<file path="src/rtl/playback_sequencer.sv">
// Plays back a stored digit sequence from RAM onto the display, one digit per two-second tick.
// Define PLAYBACK_GAP_EN to insert a blank tick period after every digit.
module playback_sequencer (
    input  logic       clk,
    input  logic       rst,
    input  logic       start,
    input  logic       abort,
    input  logic [1:0] diff,
    input  logic       tick_2s,
    input  logic [3:0] ram_data,
    output logic [4:0] ram_addr,
    output logic [3:0] disp_digit,
    output logic       tick_en,
    output logic       busy,
    output logic       done
);

    typedef enum logic [2:0] {
        StIdle,
        StFetch,
        StLatch,
        StShow,
`ifdef PLAYBACK_GAP_EN
        StGap,
`endif
        StFinish
    } state_e;

    localparam logic [3:0] Blank = 4'hF;

    state_e     state_q, state_d;
    logic [3:0] idx_q, idx_d;
    logic [1:0] diff_q, diff_d;
    logic [3:0] disp_q, disp_d;
    logic       last;
    logic       adv;

    // Last index is N-1 = 4*diff+3.
    assign last = (idx_q == {diff_q, 2'b11});

    always_comb begin
        state_d = state_q;
        idx_d   = idx_q;
        diff_d  = diff_q;
        disp_d  = disp_q;
        adv     = 1'b0;
        if (abort) begin
            // Idle already holds these values, so this also covers start+abort in idle.
            state_d = StIdle;
            idx_d   = 4'd0;
            disp_d  = Blank;
        end else begin
            case (state_q)
                StIdle: begin
                    if (start) begin
                        diff_d  = diff;
                        idx_d   = 4'd0;
                        state_d = StFetch;
                    end
                end
                StFetch: state_d = StLatch;
                StLatch: begin
                    disp_d  = ram_data;
                    state_d = StShow;
                end
                StShow: begin
                    if (tick_2s) begin
`ifdef PLAYBACK_GAP_EN
                        state_d = StGap;
                        disp_d  = Blank;
`else
                        adv = 1'b1;
`endif
                    end
                end
`ifdef PLAYBACK_GAP_EN
                StGap: begin
                    if (tick_2s) begin
                        adv = 1'b1;
                    end
                end
`endif
                StFinish: begin
                    state_d = StIdle;
                    idx_d   = 4'd0;
                end
                default: state_d = StIdle;
            endcase
            if (adv) begin
                if (last) begin
                    state_d = StFinish;
                    disp_d  = Blank;
                end else begin
                    idx_d   = idx_q + 4'd1;
                    state_d = StFetch;
                end
            end
        end
    end

    always_ff @(posedge clk) begin
        if (!rst) begin
            state_q <= StIdle;
            idx_q   <= 4'd0;
            diff_q  <= 2'd0;
            disp_q  <= Blank;
        end else begin
            state_q <= state_d;
            idx_q   <= idx_d;
            diff_q  <= diff_d;
            disp_q  <= disp_d;
        end
    end

    always_comb begin
        ram_addr   = {1'b0, idx_q};
        disp_digit = disp_q;
        busy       = (state_q != StIdle);
        done       = (state_q == StFinish);
        tick_en    = (state_q == StShow);
`ifdef PLAYBACK_GAP_EN
        tick_en    = (state_q == StShow) || (state_q == StGap);
`endif
    end

endmodule

</file>
<file path="config.mk">
export PLATFORM = sky130hd
export DESIGN_NAME = playback_sequencer
export DESIGN_NICKNAME = d
export VERILOG_FILES = /design/src/rtl/playback_sequencer.sv
export SDC_FILE = /design/constraint.sdc
export NUM_CORES = 1
export LEC_CHECK = 0
export CAP_MARGIN = 20
export CORE_MARGIN = 3
export CORE_UTILIZATION = 25
export DETAILED_ROUTE_END_ITERATION = 7
export PLACE_DENSITY = 0.46
export SKIP_LAST_GASP = 1
export SLEW_MARGIN = 15
export SYNTH_ARGS = -nofsm -noshare
export SYNTH_HDL_FRONTEND = slang
export SYNTH_SLANG_ARGS = --single-unit
</file>
<file path="constraint.sdc">
create_clock -name clk -period 1.7 [get_ports clk]
set_input_delay 0.17 -clock clk [delete_from_list [all_inputs] [get_ports clk]]
set_output_delay 0.17 -clock clk [all_outputs]
set_load 0.03 [all_outputs]
</file>
==> flow_summary.ini, run 1 <==
[placed_design]
io_buffers = 21
gp_congestion = 0.677
hpwlAfterDp_um = 1130

[critical_path]
cp-start-kind = flip-flop
cp.required_ns = 1.53
cp_num_cells = 2
crit_family = simple AND/OR/NAND/NOR gates
reg2reg_depth = 4
arrival_ns = 1.45
path_cells = or3_4, dlygate4sd2_1
critPathKind = flip-flop to output pin
crit_slowest_cell = or3_4
cp-end-kind = output pin
cpPeakStageDelay_ns = 0.42
crit_buf_inv = 1
path_max_fanout = 9

[detailed_routing]
first_pass_iters = 4
wl_per_cell_um = 12.1
drtAntennaViolNets = 0
vias = 571
routed_wl_um = 1440
drt_iter0_drc = 9
drc = 0
vias_per_cell = 4.80

[synthesis]
ys_async_sr_fraction = 0
syn_area_per_cell_um2 = 9.38
synth-main-ff-cell = dfxtp_1
synth_area_um2 = 657
ys_ff_latch = 13
yosysWarnings = 0
seq_area_frac_synth = 0.396
synth.distinct_cells = 33
synth_nets = 82
synth-edff-count = 0
synthCells = 70

[clocking]
clkTransAtPathRegs_ns = 0.09
cts_root_buf = clkbuf_4
clock_latency_ns = 0.27
cts_tree = done
clock-sinks = 13
cts_buffer_depth = 2
numCtsBuffers = 3
cts.hold.buffers_added = 0
htree_levels = 1

[global_route]
grt_max_degree = 10
track_usage = 0.0876
grt_pass1_wl_um = 2270
grt_overflow_total = 0
antenna_found_initial = 0
grt_pass1_vias = 500

[final_layout]
area_delta_synth_final_pct = 36.8
n_antenna_cell = 0
layout.nets = 104
layout-drive-gt1-share = 0.0659
final_common_cell = clkdlybuf4s50_1
layout_common_cells = 18 x clkdlybuf4s50_1, 13 x dfxtp_1, 6 x mux2i_1, 6 x nand2_1, 5 x nor2b_1

[die]
initial_core_util = 0.281
io_pins = 23
die_x_um = 57.3
die_h_um = 57.3
num_rows = 17
core-area_mm2 = 0.00234
dieArea_mm2 = 0.00328

[pwr]
seq_power_share = 0.543
combPwrFrac = 0.119
internal_power_uw = 439
cellLeakagePower_nw = 0.375
sw_frac_of_total = 0.241
power_switching_uw = 140
powerDensity_mw_per_mm2 = 644
power_frac_clock = 0.338
peakVddDrop_mv = 0.289

[timing]
clock-skew-final_ns = 0.00381
tns_ns = 0
setup_viol = 0
fin_crit_sh = 0.951
hold_ws_ns = 0.485
fmax_mhz = 619
fin_crit_ns = 1.62
rsz0062_at_grt = no
drv_slew = 0
finalHoldViolCount = 0

[hold_path]
hold_class = flip-flop to flip-flop
hold_depth = 2

[outcome]
status = finished, final reports clean

[job]
drv_cap = 0
==> cells by family (layout without fill, tap and decap cells) <==
family,Yosys count,in the layout,synth area share
muxes,6,6,0.0914
buffers and inverters,5,26,0.0457
xor gates and xnor gates,2,2,0.0267
AOI/OAI and AO/OA,9,9,0.0971
DFF,13,13,0.396
and+or+nand+nor,33,33,0.318
other,1,1,0.00571
adders and majority gates,1,1,0.0190
==> layer usage <==
layer	vias to the layer above	global-route usage	wire length [um]
met2	12	0.122	633
li1	292	-	-
met4	0	0.0397	13
met1	265	0.123	725
met5	-	0	0
met3	2	0.0249	65
==> synth_stat cells, drive strengths merged (2+ instances only) <==
cell | count | area, um2
a31oi | 2 | 12.5
nor3 | 3 | 15.0
nor2b | 5 | 31.3
buf | 2 | 18.8
nor4 | 2 | 12.5
xnor2 | 2 | 17.5
dfxtp | 13 | 260
nor2 | 2 | 7.51
nor3b | 2 | 20.0
a211o | 2 | 17.5
and3 | 3 | 18.8
nand2 | 6 | 22.5
mux2i | 6 | 60.1
clkbuf | 2 | 7.51
nand3 | 2 | 10.0
==> sequential cells by signal, indices dropped and copies added, names as in the netlist <==
register    cells
disp_digit      4
idx_q           4
state_q         3
diff_q          2
==> worst min-delay path, delay by kind of cell (launching register included) <==
family | cells | cell delay (ns)
flip-flops | 1 | 0.33
multiplexers | 1 | 0.06
AND/OR/NAND/NOR | 1 | 0.06
==> path summary, 6_finish.rpt <==
kind / end / slack (ns) / start
setup reg to reg: diff_q[0] / 0.18 / state_q[2]
hold / removal: disp_digit[1] / 0.49 / disp_digit[1]
setup / recovery: busy / 0.08 / state_q[2]
hold reg to reg: disp_digit[1] / 0.49 / disp_digit[1]
==> power by group through the flow <==
| stage | Clock [mW] | Sequential (mW) | Combinational (mW) |
|---|---|---|---|
| 2_1_floorplan | 0 | 0.320 | 0.0387 |
| 3_3_place_gp | 0 | 0.322 | 0.0711 |
| 3_5_place_dp | 0 | 0.322 | 0.0703 |
| 4_1_cts | 0.202 | 0.315 | 0.0695 |
| 5_1_grt | 0.215 | 0.315 | 0.0736 |
| 6_report | 0.196 | 0.314 | 0.0687 |
==> repair_timing <==
item / CTS / global route
resized for setup: 3 / 0
setup buffers: 0 / 0
endpoints found under the setup margin: 3 / 0
==> cell type report <==
| cell class | instances | area [um2] |
|---|---|---|
| timing repair buffer | 21 | 206 |
| clock buffer | 4 | 26.3 |
| inverter | 1 | 3.75 |
| multi-input combinational | 52 | 367 |
| sequential | 13 | 260 |
| tap | 28 | 35.0 |
| fill | 255 | 1440 |
==> per-stage QoR <==
| step | cells | total power, mW | setup slack, ns | util | cell area (um2) |
|---|---|---|---|---|---|
| 4_1_cts | 119 | 0.586 | 0.0725 | 0.384 | 898 |
| 6_report | 119 | 0.579 | 0.0837 | 0.384 | 898 |
| 2_1_floorplan | 70 | 0.358 | 0.144 | - | 657 |
| 3_5_place_dp | 115 | 0.392 | 0.118 | 0.374 | 876 |
| 5_1_grt | 119 | 0.604 | 0.0367 | 0.384 | 898 |
| 3_3_place_gp | 115 | 0.393 | 0.116 | 0.374 | 876 |
No activity file was read; power rests on OpenSTA's default activity.
==> inputs of run 2 (changes only) <==
- CELL_PAD_IN_SITES_DETAIL_PLACEMENT: default -> 0
- CELL_PAD_IN_SITES_GLOBAL_PLACEMENT: default -> 1
- HOLD_SLACK_MARGIN: default -> 0.03
- PLACE_DENSITY: 0.46 -> 0.6
- SLEW_MARGIN: 15 -> default
==> flow_summary.ini, run 2 (same netlist as run 1, synthesis figures left out) <==
[timing]
fin_crit_ns = 1.61
fmax_mhz = 621
rsz0062_at_grt = no
hold_ws_ns = 0.478
clock-skew-final_ns = 0.0106
drv_slew = 0
fin_crit_sh = 0.947
setup_viol = 0
finalHoldViolCount = 0
tns_ns = 0

[critical_path]
cp-start-kind = flip-flop
cpPeakStageDelay_ns = 0.41
critPathKind = flip-flop to output pin
arrival_ns = 1.44
cp.required_ns = 1.53
crit_slowest_cell = or3_4
crit_buf_inv = 1
r2r-start = state_q[2]
startpoint = state_q[2]
crit_family = simple AND/OR/NAND/NOR gates
path_cells = or3_4, dlygate4sd2_1
path_max_fanout = 9
cp-end-kind = output pin

[job]
drv_cap = 0

[global_route]
antenna_found_initial = 0
grt_max_degree = 10
grt_overflow_total = 0
grt_pass1_wl_um = 2280
grt_pass1_vias = 501
track_usage = 0.0904

[clocking]
htree_levels = 1
clkTransAtPathRegs_ns = 0.09
cts.hold.buffers_added = 0
numCtsBuffers = 3
cts_root_buf = clkbuf_4
cts_tree = done
clock_latency_ns = 0.27
clock-sinks = 13
cts_buffer_depth = 2

[detailed_routing]
drc = 0
routed_wl_um = 1420
drt_iter0_drc = 3
drtAntennaViolNets = 0
first_pass_iters = 4
vias_per_cell = 4.76
vias = 571
wl_per_cell_um = 11.8

[die]
dieArea_mm2 = 0.00328
core-area_mm2 = 0.00234
io_pins = 23
num_rows = 17
die_x_um = 57.3
initial_core_util = 0.281
die_h_um = 57.3

[placed_design]
gp_congestion = 0.709
hpwlAfterDp_um = 1080
dpl.cell_count = 116
post_dp_cell_area_um2 = 883
io_buffers = 21

[pwr]
peakVddDrop_mv = 0.483
cellLeakagePower_nw = 0.380
combPwrFrac = 0.122
seq_power_share = 0.547
powerDensity_mw_per_mm2 = 635
power_switching_uw = 134
sw_frac_of_total = 0.234
internal_power_uw = 441
fin_total_pwr_uw = 575
power_frac_clock = 0.331

[final_layout]
final_area_um2 = 906
final_common_cell = clkdlybuf4s50_1
layout.nets = 105
layout-drive-gt1-share = 0.0761
layout_common_cells = 18 x clkdlybuf4s50_1, 13 x dfxtp_1, 6 x mux2i_1, 6 x nand2_1, 5 x nor2b_1
n_antenna_cell = 0
final_cells = 120
area_delta_synth_final_pct = 37.9

[hold_path]
hold_start = disp_digit[2]
hold_class = flip-flop to flip-flop

[outcome]
status = finished, final reports clean
run 2: cell types whose count changed in the layout (fill, tap and decap cells not counted):
| cell | change |
|---|---|
| buf_4 | +1 |
run 2: worst register-to-register path: stages, from the launching register on:
cell and delay (ns):
dfxtp_1 0.40, or3_4 0.41, or3b_4 0.39, mux2i_1 0.15
nor2b_1 0.06
run 2: worst paths after layout:
kind	endpoint	slack, ns	cells after the start
worst max register to register	diff_q[1]	0.19	4
worst min-delay path	disp_digit[2]	0.48	2
worst max-delay path	busy	0.09	2
worst min register to register	disp_digit[2]	0.48	2
run 2: per-stage QoR:
stage	setup WS [ns]	util
2_1_floorplan	0.144	-
3_3_place_gp	0.118	0.378
3_5_place_dp	0.0986	0.378
4_1_cts	0.0794	0.387
5_1_grt	0.0434	0.387
6_report	0.0897	0.387
run 2: area by class of cell:
class / instances / area (um2)
Fill cell: 258 / 1430
Inverter: 1 / 3.75
Clock buffer: 4 / 26.3
Sequential cell: 13 / 260
Tap cell: 28 / 35.0
Multi-Input combinational cell: 52 / 367
Timing Repair Buffer: 22 / 214
run 2: layer usage:
metal	share of wire	up-vias	routed length (um)	GRT usage
li1	-	294	-	-
met1	0.51	259	717	0.122
met2	0.42	16	592	0.127
met3	0.054	2	77	0.0136
met4	0.019	0	27	0.0695
met5	0	-	0	0
run 2: repair_timing:
| item | CTS | global route |
|---|---|---|
| endpoints found under the hold margin | 0 | 0 |
| gates resized for setup | 3 | 0 |
| setup endpoints to repair | 3 | 0 |
| setup buffers | 0 | 0 |
run 2: power by group through the flow:
stage	clock (mW)	sequential [mW]	combinational, mW
floorplan	0	0.320	0.0387
global placement	0	0.322	0.0725
detailed placement	0	0.322	0.0719
CTS	0.199	0.315	0.0713
global route	0.215	0.315	0.0762
finish	0.190	0.314	0.0701
==> inputs of run 3 (changes only) <==
- GPL_TIMING_DRIVEN: default -> 0
- RECOVER_POWER: default -> 100
==> flow_summary.ini, run 3 (same netlist as run 1, synthesis figures left out) <==
[die]
io_pins = 23
num_rows = 17
die_x_um = 57.3
core-area_mm2 = 0.00234
dieArea_mm2 = 0.00328
die_h_um = 57.3
initial_core_util = 0.281

[clocking]
clock-sinks = 13
cts_setup_buffers = 0
htree_levels = 1
clock_latency_ns = 0.27
clkTransAtPathRegs_ns = 0.07
numCtsBuffers = 3
cts_root_buf = clkbuf_4
cts_resized = 3
cts_tree = done
cts.hold.buffers_added = 0
cts_buffer_depth = 2

[global_route]
antenna_found_initial = 0
track_usage = 0.0914
grt_pass1_wl_um = 2230
grt_overflow_total = 0
grt_max_degree = 10
grt_pass1_vias = 480

[critical_path]
arrival_ns = 1.43
crit_slowest_cell = or3_1
r2r-start = state_q[2]
cp-start-kind = flip-flop
cp-end-kind = output pin
cp.required_ns = 1.53
path_cells = buf_6, or3_1, dlygate4sd2_1
r2r_end = diff_q[1]
path_max_fanout = 9
cpPeakStageDelay_ns = 0.37
rrSetupSlack_ns = 0.17
critPathKind = flip-flop to output pin
reg2reg_depth = 5
startpoint = state_q[2]
cp-endpoint = busy

[timing]
fin_ws_ns = 0.0966
drv_slew = 0
tns_ns = 0
setup_viol = 0
hold_ws_ns = 0.468
finalHoldViolCount = 0
fmax_mhz = 624
clock-skew-final_ns = 0.00712
fin_crit_sh = 0.943
rsz0062_at_grt = no
fin_crit_ns = 1.60

[final_layout]
fin_util = 0.390
layout-drive-gt1-share = 0.0638
layout_common_cells = 13 x dfxtp_1, 13 x clkdlybuf4s50_1, 6 x mux2i_1, 6 x nand2_1
layout.nets = 107
area_delta_synth_final_pct = 39.0
n_antenna_cell = 0

[detailed_routing]
drt_iter0_drc = 7
routed_wl_um = 1400
vias_per_cell = 4.69
drtAntennaViolNets = 0
drc = 0
first_pass_iters = 4
wl_per_cell_um = 11.5
vias = 572

[pwr]
peakVddDrop_mv = 0.431
power_frac_clock = 0.329
sw_frac_of_total = 0.231
seq_power_share = 0.552
fin_total_pwr_uw = 570
powerDensity_mw_per_mm2 = 624
cellLeakagePower_nw = 0.380
power_switching_uw = 131
internal_power_uw = 438
combPwrFrac = 0.119

[hold_path]
hold_class = flip-flop to flip-flop

[placed_design]
gp_congestion = 0.699
hpwlAfterDp_um = 1100
pre_cts_slack_ns = 0.0504
io_buffers = 21

[outcome]
status = finished, final reports clean

[job]
drv_cap = 0
run 3: cell types whose count changed in the layout (fill, tap and decap cells not counted), sizes merged:
| cell | delta |
|---|---|
| clkdlybuf4s50 | -5 |
| dlygate4sd3 | +5 |
| buf | +1 |
| clkbuf | +1 |
run 3: how the worst min path moves through the flow:
stage	slack (ns)	cells past startpoint	start	to
after floorplan	0.28	1	tick_2s	state_q[0]
after global placement	0.46	2	disp_digit[3]	disp_digit[3]
after detailed placement	0.46	2	disp_digit[0]	disp_digit[0]
after CTS	0.48	3	ram_data[0]	disp_digit[0]
after global routing	0.49	3	ram_data[0]	disp_digit[0]
final	0.47	2	disp_digit[3]	disp_digit[3]
run 3: final cells by class:
| class | instances | area [um2] |
|---|---|---|
| Sequential cell | 13 | 260 |
| Tap cell | 28 | 35.0 |
| Fill cell | 256 | 1430 |
| Inverter | 1 | 3.75 |
| Timing Repair Buffer | 21 | 206 |
| Multi-Input combinational cell | 52 | 359 |
| Clock buffer | 4 | 26.3 |
| Buffer | 3 | 22.5 |
run 3: stage by stage:
step	instance area, um2	cells
floorplan	657	70
detailed placement	902	119
finish	913	122
global route	913	122
CTS	921	122
global placement	902	119
run 3: worst max-delay path: cells and delay by family (launching register included):
kind | cells | cell delay, ns
buf+inv | 2 | 0.48
simple gates | 1 | 0.37
flops | 1 | 0.31
run 3: power groups by stage:
stage | combinational [mW] | clock, mW | sequential, mW
floorplan | 0.0387 | 0 | 0.320
global placement | 0.0754 | 0 | 0.319
detailed placement | 0.0751 | 0 | 0.320
CTS | 0.0716 | 0.200 | 0.315
global route | 0.0742 | 0.221 | 0.315
finish | 0.0679 | 0.188 | 0.314
run 3: metal layers:
layer / global-route usage / up-vias / part of all wire
met2: 0.111 / 16 / 0.41
met4: 0.0795 / 0 / 0.030
met3: 0.0226 / 4 / 0.052
met1: 0.129 / 253 / 0.51
li1: - / 299 / -
met5: 0 / - / 0
